### config.mk
export PLATFORM = sky130hd
export DESIGN_NAME = pram_port_arbiter
export DESIGN_NICKNAME = d
export VERILOG_FILES = /design/src/rtl/pram_port_arbiter_pkg.sv /design/src/rtl/pram_read_tag_pipe.sv /design/src/rtl/pram_port_arbiter.sv
export SDC_FILE = /design/constraint.sdc
export NUM_CORES = 1
export LEC_CHECK = 0
export ABC_AREA = 1
export CORE_AREA = 2 2 74 76
export DETAILED_ROUTE_END_ITERATION = 6
export DIE_AREA = 0 0 76 78
export DONT_BUFFER_PORTS = 1
export HOLD_SLACK_MARGIN = 0.03
export PLACE_DENSITY = 0.3
export SLEW_MARGIN = 20
export SYNTH_ARGS = -nofsm -noshare
export SYNTH_HDL_FRONTEND = slang
export SYNTH_SLANG_ARGS = --single-unit
### constraint.sdc
create_clock -name clk -period 2.81 [get_ports clk]
set_input_delay 0.7025 -clock clk [delete_from_list [all_inputs] [get_ports clk]]
set_output_delay 0.7025 -clock clk [all_outputs]
set_load 0.02 [all_outputs]
### src/rtl/pram_port_arbiter_pkg.sv
// Shared definitions for the program-RAM port arbiter: owner encoding, tag format,
// lock states and the default read latency.
package pram_port_arbiter_pkg;

    localparam int unsigned MEM_ADDR_BITS         = 14;
    localparam int unsigned XLEN                  = 32;
    localparam int unsigned PRAM_READ_LATENCY_DEF = 1;

    typedef enum logic {
        PRAM_OWNER_OCD = 1'b0,
        PRAM_OWNER_CPU = 1'b1
    } pram_owner_e;

    typedef struct packed {
        logic        valid;
        pram_owner_e owner;
    } pram_tag_t;

    typedef enum logic {
        LOCK_OPEN = 1'b0,
        LOCK_HELD = 1'b1
    } pram_lock_state_e;

    // Round-robin choice on a conflict: whoever did not own the port last.
    function automatic pram_owner_e rr_winner(input pram_owner_e last_owner);
        if (last_owner == PRAM_OWNER_OCD) begin
            return PRAM_OWNER_CPU;
        end
        return PRAM_OWNER_OCD;
    endfunction

endpackage

### src/rtl/pram_read_tag_pipe.sv
// {valid, owner} delay line matching the RAM read latency; its last stage
// steers the shared read data to the OCD or the CPU.
module pram_read_tag_pipe
    import pram_port_arbiter_pkg::*;
#(
    parameter int unsigned READ_LATENCY = PRAM_READ_LATENCY_DEF
) (
    input  logic        clk,
    input  logic        reset,
    input  logic        in_valid,
    input  pram_owner_e in_owner,
    output logic        ocd_rvalid,
    output logic        cpu_rvalid
);

    pram_tag_t                    tag_in;
    pram_tag_t [READ_LATENCY-1:0] stage;

    always_comb begin
        tag_in       = '0;
        tag_in.valid = in_valid;
        tag_in.owner = in_owner;
    end

    if (READ_LATENCY == 1) begin : g_single
        always_ff @(posedge clk or posedge reset) begin
            if (reset) begin
                stage <= '0;
            end else begin
                stage[0] <= tag_in;
            end
        end
    end else begin : g_multi
        always_ff @(posedge clk or posedge reset) begin
            if (reset) begin
                stage <= '0;
            end else begin
                stage <= {stage[READ_LATENCY-2:0], tag_in};
            end
        end
    end

    always_comb begin
        ocd_rvalid = stage[READ_LATENCY-1].valid && (stage[READ_LATENCY-1].owner == PRAM_OWNER_OCD);
        cpu_rvalid = stage[READ_LATENCY-1].valid && (stage[READ_LATENCY-1].owner == PRAM_OWNER_CPU);
    end

endmodule

### src/rtl/pram_port_arbiter.sv
// OCD/CPU arbiter for the single-port program RAM with req/gnt, tagged read return and OCD lock.
// Define PRAM_ARB_OCD_PRIORITY_EN for strict OCD priority instead of round-robin.
module pram_port_arbiter
    import pram_port_arbiter_pkg::*;
#(
    parameter int unsigned ADDR_WIDTH   = MEM_ADDR_BITS,
    parameter int unsigned DATA_WIDTH   = XLEN,
    parameter int unsigned READ_LATENCY = PRAM_READ_LATENCY_DEF
) (
    input  logic                    clk,
    input  logic                    reset,

    input  logic                    ocd_req,
    input  logic                    ocd_we,
    input  logic [ADDR_WIDTH-1:0]   ocd_addr,
    input  logic [DATA_WIDTH-1:0]   ocd_wdata,
    input  logic                    ocd_lock,
    output logic                    ocd_gnt,
    output logic                    ocd_rvalid,

    input  logic                    cpu_req,
    input  logic                    cpu_we,
    input  logic [DATA_WIDTH/8-1:0] cpu_be,
    input  logic [ADDR_WIDTH-1:0]   cpu_addr,
    input  logic [DATA_WIDTH-1:0]   cpu_wdata,
    output logic                    cpu_gnt,
    output logic                    cpu_rvalid,
    output logic                    cpu_stalled,

    output logic                    mem_en,
    output logic                    mem_we,
    output logic [DATA_WIDTH/8-1:0] mem_be,
    output logic [ADDR_WIDTH-1:0]   mem_addr,
    output logic [DATA_WIDTH-1:0]   mem_wdata,
    input  logic [DATA_WIDTH-1:0]   mem_rdata
);

    pram_lock_state_e lock_state;
    pram_lock_state_e lock_state_next;
    logic             cpu_blocked;
    logic             ocd_win;
    logic             cpu_win;
    pram_owner_e      grant_owner;
    logic             unused_rdata;

`ifndef PRAM_ARB_OCD_PRIORITY_EN
    pram_owner_e      last_owner;
`endif

    // Read data is consumed directly by the requesters; the arbiter never looks at it.
    assign unused_rdata = ^mem_rdata;

    // Lock FSM: state register
    always_ff @(posedge clk or posedge reset) begin
        if (reset) begin
            lock_state <= LOCK_OPEN;
        end else begin
            lock_state <= lock_state_next;
        end
    end

    // Lock FSM: next state
    always_comb begin
        lock_state_next = lock_state;
        case (lock_state)
            LOCK_OPEN: if (ocd_win && ocd_lock) lock_state_next = LOCK_HELD;
            LOCK_HELD: if (!ocd_lock)           lock_state_next = LOCK_OPEN;
            default:                            lock_state_next = LOCK_OPEN;
        endcase
    end

    // Lock FSM: output. Releasing ocd_lock unblocks the CPU in that same cycle.
    always_comb begin
        cpu_blocked = (lock_state == LOCK_HELD) && ocd_lock;
    end

    always_comb begin
        ocd_win = 1'b0;
        cpu_win = 1'b0;
        if (!reset) begin
            if (cpu_blocked) begin
                ocd_win = ocd_req;
            end else if (ocd_req && cpu_req) begin
`ifdef PRAM_ARB_OCD_PRIORITY_EN
                ocd_win = 1'b1;
`else
                ocd_win = (rr_winner(last_owner) == PRAM_OWNER_OCD);
                cpu_win = (rr_winner(last_owner) == PRAM_OWNER_CPU);
`endif
            end else begin
                ocd_win = ocd_req;
                cpu_win = cpu_req;
            end
        end
    end

    assign ocd_gnt = ocd_win;
    assign cpu_gnt = cpu_win;

`ifndef PRAM_ARB_OCD_PRIORITY_EN
    always_ff @(posedge clk or posedge reset) begin
        if (reset) begin
            last_owner <= PRAM_OWNER_OCD;
        end else if (ocd_win) begin
            last_owner <= PRAM_OWNER_OCD;
        end else if (cpu_win) begin
            last_owner <= PRAM_OWNER_CPU;
        end
    end
`endif

    always_ff @(posedge clk or posedge reset) begin
        if (reset) begin
            cpu_stalled <= 1'b0;
        end else begin
            cpu_stalled <= cpu_req && !cpu_win;
        end
    end

    always_comb begin
        mem_en    = ocd_win || cpu_win;
        mem_we    = 1'b0;
        mem_be    = '0;
        mem_addr  = '0;
        mem_wdata = '0;
        if (ocd_win) begin
            mem_we    = ocd_we;
            mem_be    = '1;
            mem_addr  = ocd_addr;
            mem_wdata = ocd_wdata;
        end else if (cpu_win) begin
            mem_we    = cpu_we;
            mem_be    = cpu_be;
            mem_addr  = cpu_addr;
            mem_wdata = cpu_wdata;
        end
    end

    always_comb begin
        grant_owner = PRAM_OWNER_OCD;
        if (cpu_win) begin
            grant_owner = PRAM_OWNER_CPU;
        end
    end

    pram_read_tag_pipe #(
        .READ_LATENCY (READ_LATENCY)
    ) u_read_tag_pipe (
        .clk        (clk),
        .reset      (reset),
        .in_valid   (mem_en && !mem_we),
        .in_owner   (grant_owner),
        .ocd_rvalid (ocd_rvalid),
        .cpu_rvalid (cpu_rvalid)
    );

endmodule

Yosys cells after proc, flatten, opt, wreduce, memory -nomap -nowiden
Index checks and enable logic that the tools add are counted.
{ "word_totals": {"register_bits": 5, "output_inout_bits": 57, "n_memories": 0, "inputBits": 135, "word_cells": 48, "latchBits": 0, "rom_bits": 0, "ramBits": 0} }
{ "op_classes": {"multipliers": 0, "bitwise": 3, "n_mux": 29, "n_addsub": 0, "eq_ne": 0, "div_mod_pow": 0, "n_shift": 0, "n_reduce_logical": 11, "n_lt_le_gt_ge": 0} }
{ "ops": {"columns": ["cell", "count"], "rows": [
  ["32-bit 2-to-1 mux", 2],
  ["14-bit 2-to-1 mux", 2],
  ["1-bit 2-to-1 mux", 22],
  ["4-bit 2-to-1 mux", 2],
  ["1-bit logical AND", 7],
  ["1-bit inverter", 3],
  ["1-bit zero test", 2],
  ["1-bit case mux with 2 select lines", 1],
  ["2-bit nonzero test", 1],
  ["1-bit logical OR", 1]
]} }

Depth between registers and ports, before layout
{ "logic_depth": {"word_depth": 15, "ltp_mapped": 8, "depth_no_buf": 7} }

Hierarchy
From an unflattened synthesis, not the netlist that was laid out.
{ "unflattened": {"hier_cells": 192, "hier_area_um2": 914.6} }
{ "by_module_without_submodules": {"columns": ["mod", "area_per_inst_um2", "n_inst", "cells_each", "seq_area_each_um2"], "rows": [
  ["pram_port_arbiter", 843.3, 1, 185, 75.1],
  ["pram_read_tag_pipe", 71.3, 1, 7, 50.0]
]} }

Least setup slack after synthesis
OpenSTA, ideal clock, no wires.
{ "synth_path": {"path_kind": "input-to-output", "start": "input port reset", "end": "output port mem_wdata[27]", "t_required_ns": 2.108, "path_slack_ns": 0.543, "arrival_ns": 1.564, "path_buffers": 1, "path_stages": 6, "cell_sequence": "inv_1 -> nand2_1 -> nor2_4 -> buf_6 -> nand2_1 -> nand2_1"} }
{ "synth_via": {"elab_chain_len": 3, "elab_cells_between_ends": 4, "classes_between": "mux (4)"} }
{ "synth_lines": {"columns": ["element", "line", "rtl"], "rows": [
  ["start, declared", "pram_port_arbiter.sv:11", "input logic reset,"],
  ["1-bit 2-to-1 mux", "pram_port_arbiter.sv:80", "if (!reset) begin"],
  ["net cpu_gnt", "pram_port_arbiter.sv:26", "output logic cpu_gnt,"],
  ["32-bit 2-to-1 mux", "pram_port_arbiter.sv:131", "end else if (cpu_win) begin"],
  ["32-bit 2-to-1 mux", "pram_port_arbiter.sv:126", "if (ocd_win) begin"],
  ["end, declared", "pram_port_arbiter.sv:34", "output logic [DATA_WIDTH-1:0] mem_wdata,"]
]} }
The timed path passes the listed nets, and every way through them passes these cells.

Worst setup path after layout
{ "layout_path": {"start": "input port reset", "end": "output port mem_wdata[0]"} }
{ "layout_via": {"elab_chain_len": 3, "elab_cells_between_ends": 4, "classes_between": "mux (4)"} }
{ "layout_lines": {"columns": ["element", "line"], "rows": [
  ["1-bit 2-to-1 mux", "pram_port_arbiter.sv:80"],
  ["32-bit 2-to-1 mux", "pram_port_arbiter.sv:131"],
  ["32-bit 2-to-1 mux *", "pram_port_arbiter.sv:126"]
]} }
Every way passes the cells marked *; elsewhere a longest branch is shown, timed or not.

==> flow_summary_export.csv <==
group,metric,value,unit
run_status,status,"finished clean",
detailed_routing,drt_iter0_drc,21,
synth,synth_compound_area_share,0.551,%
synth,synth_fa_ha_area_share,0,%
clock_network,cts_sinks,5,
sta,tightest_slew,0.398,ns
sta,min_period,2.34,ns
synth,synth_area,908,um2
flow_run,maxCapViolCount,0,
global_routing,grt_overflow,0,
synth,yosys-top-cells-area,"nand2_1 64%, dfrtp_1 14%, buf_6 8.7%",
die,dieArea,0.00593,mm2
die,die_h,78,um
placed_design,place.gp.congestion,0.695,
global_routing,antenna_found_initial,0,
synth,yosys_warnings,0,
sta,finClkSkew,0.00224,ns
clock_network,cts_max_level,1,
power,peakVddDrop,0.170,mV
sta,maxSlewViolCount,0,
synth,synthCells,191,
synth,synthMuxAreaShare,0,%
final_layout,multi_input_area,652,um2
sta,finalSetupTns,0,ns
placed_design,dp.cells,256,
final_layout,regArea,125,um2
synth,synthSimpleGateAreaFrac,71.2,%
setup_path,r2r_setup_slack,1.42,ns
die,die_x,76,um
setup_path,end_kind,"primary output",
final_layout,finalCoreUtilization,19.8,%
global_routing,grt_use_total,8.19,%
die,num_rows,26,
sta,setup_violations,0,
placed_design,place.port_buffers,0,
placed_design,place_area,952,um2
synth,synth-seq-cells,5,
synth,seq_area_frac_synth,13.8,%
detailed_routing,wl_per_cell,11.0,um
clock_network,ctsLongestPathBuffers,2,
setup_path,crit_fanout,17,
clock_network,cts_tree,"done",
detailed_routing,drt_pre_antenna_iters,2,
power,p_per_area,436,mW/mm2
final_layout,num_antenna_cells,0,
global_routing,use_met2,17.5,%
synth,yosys.area_share.xor_xnor,0,%
clock_network,numCtsBuffers,3,
synth,syn_avg_cell_area,4.76,um2
clock_network,post_cts_resized,0,
synth,synth_top_family_by_area,"simple AND/OR/NAND/NOR gates",
global_routing,grtUsageMet3,2.21,%
placed_design,dp_hpwl,2360,um
clock_network,cts_setup_buffers,0,
global_routing,use_met1,7.22,%
sta,finalCritPeriodShare,83.3,%
final_layout,drive_gt1_share,7.37,%
sta,slew_headroom,73.4,%
setup_path,arrival,1.64,ns
synth,yosysUniqueCellTypes,12,
setup_path,required,2.11,ns
synth,syn_nets,326,
final_layout,nets,326,
sta,rsz0062_at_grt,"false",
clock_network,cts.hold.buffers_added,0,
placed_design,pre_cts_slack,0.420,ns
sta,fin_ws,0.470,ns
clock_network,cts_root_buf,"clkbuf_8",
power,power.leakage,0.635,nW
setup_path,crit_path_start_kind,"input port",
clock_network,path_clk_slew,0.04,ns
global_routing,grt_max_degree,38,
sta,timing.hold.ws,0.281,ns
die,ios,192,
synth,yosys.area.top_type,"nand2_1",
clock_network,clock_latency,0.22,ns
sta,hold_viol,0,
power,power,0.435,mW
final_layout,syn2layout_area_growth,9.78,%
setup_path,worstSetupPathType,"input port to primary output",
hold_path,hold_path.class,"input port to asynchronous set/reset pin",
detailed_routing,drt-total-wl,2860,um
final_layout,final_cells,260,
die,coreArea,0.00504,mm2
global_routing,busiest_layer,"met2",
detailed_routing,dr_total_vias,1098,
synth,synth_top_area_share,64.5,%
detailed_routing,drc,0,
final_layout,design_area,997,um2
global_routing,grt_pass1_vias,924,
die,initial_core_util,18.0,%
global_routing,grt_pass1_wl,3970,um
final_layout,n_fill_cell,588,
detailed_routing,antenna_left,0,
sta,fmax,427,MHz
detailed_routing,via_per_inst,4.22,
## cells in the mapped netlist
master and number:
nand3_1 1, nor2_1 3, buf_6 7, a21oi_1 1, nor2_4 2, nand2_1 156
inv_1 9, nand2_2 2, inv_2 1, dfrtp_1 5, nand3_2 1, buf_2 3
## report_power, final
group	internal (mW)	switching, mW
clock network	0.0973	0.0338
registers	0.0807	0.00524
logic	0.0428	0.175
total	0.221	0.214
## critical path, cell delays in order
cell and delay, ns:
inv_1 0.16, nand2_1 0.14, nor2_4 0.13, buf_4 0.22, nand2_1 0.08, nand2_1 0.18
## cells in the final DEF (no fill, tap or decap)
| cell | netlist | layout |
|---|---|---|
| dfrtp_1 | 5 | 5 |
| nand3_2 | 1 | 1 |
| nand3_1 | 1 | 1 |
| inv_2 | 1 | 1 |
| nor2_1 | 3 | 3 |
| clkbuf_1 | 0 | 1 |
| inv_1 | 9 | 9 |
| clkbuf_8 | 0 | 3 |
| buf_12 | 0 | 1 |
| buf_4 | 0 | 4 |
| nand2_2 | 2 | 2 |
| nand2_1 | 156 | 156 |
| nor2_4 | 2 | 2 |
| a21oi_1 | 1 | 1 |
## layout make-up
class | instances | area share (%)
well taps | 70 | 8.78
flip-flops and latches | 5 | 12.5
inverters | 10 | 3.76
repair buffers | 5 | 5.02
clock buffers | 4 | 4.52
multi-input cells | 166 | 65.4
## cell families after synthesis
family	after synthesis
AND/OR/NAND/NOR	165
flip-flops	5
AO/OA/AOI/OAI	1
buffers and inverters	20
## sequential cells by signal, indices dropped and copies added (netlist names)
register / flops
cpu_stalled: 1
u_read_tag_pipe.stage: 2
lock_state: 1
last_owner: 1
## worst paths after layout
path	end	depth (start not counted)	start
setup reg to reg	u_read_tag_pipe.stage[1]$_DFF_PP0_	7	lock_state$_DFF_PP0_
hold / removal	u_read_tag_pipe.stage[0]$_DFF_PP0_	1	reset
min in group clk	lock_state$_DFF_PP0_	2	lock_state$_DFF_PP0_
setup / recovery	mem_wdata[0]	6	reset
hold reg to reg	lock_state$_DFF_PP0_	2	lock_state$_DFF_PP0_
max in group asynchronous	cpu_stalled$_DFF_PP0_	1	reset
## layer usage
metal  routed length (um)  up-vias  share of wire, %
met3                  354        2                12
met4                   12        0              0.42
met1                  944      445                33
met2                 1550       97                54
li1                     -      554                 -
met5                    0        -                 0
No activity file was read; power rests on OpenSTA's default activity.
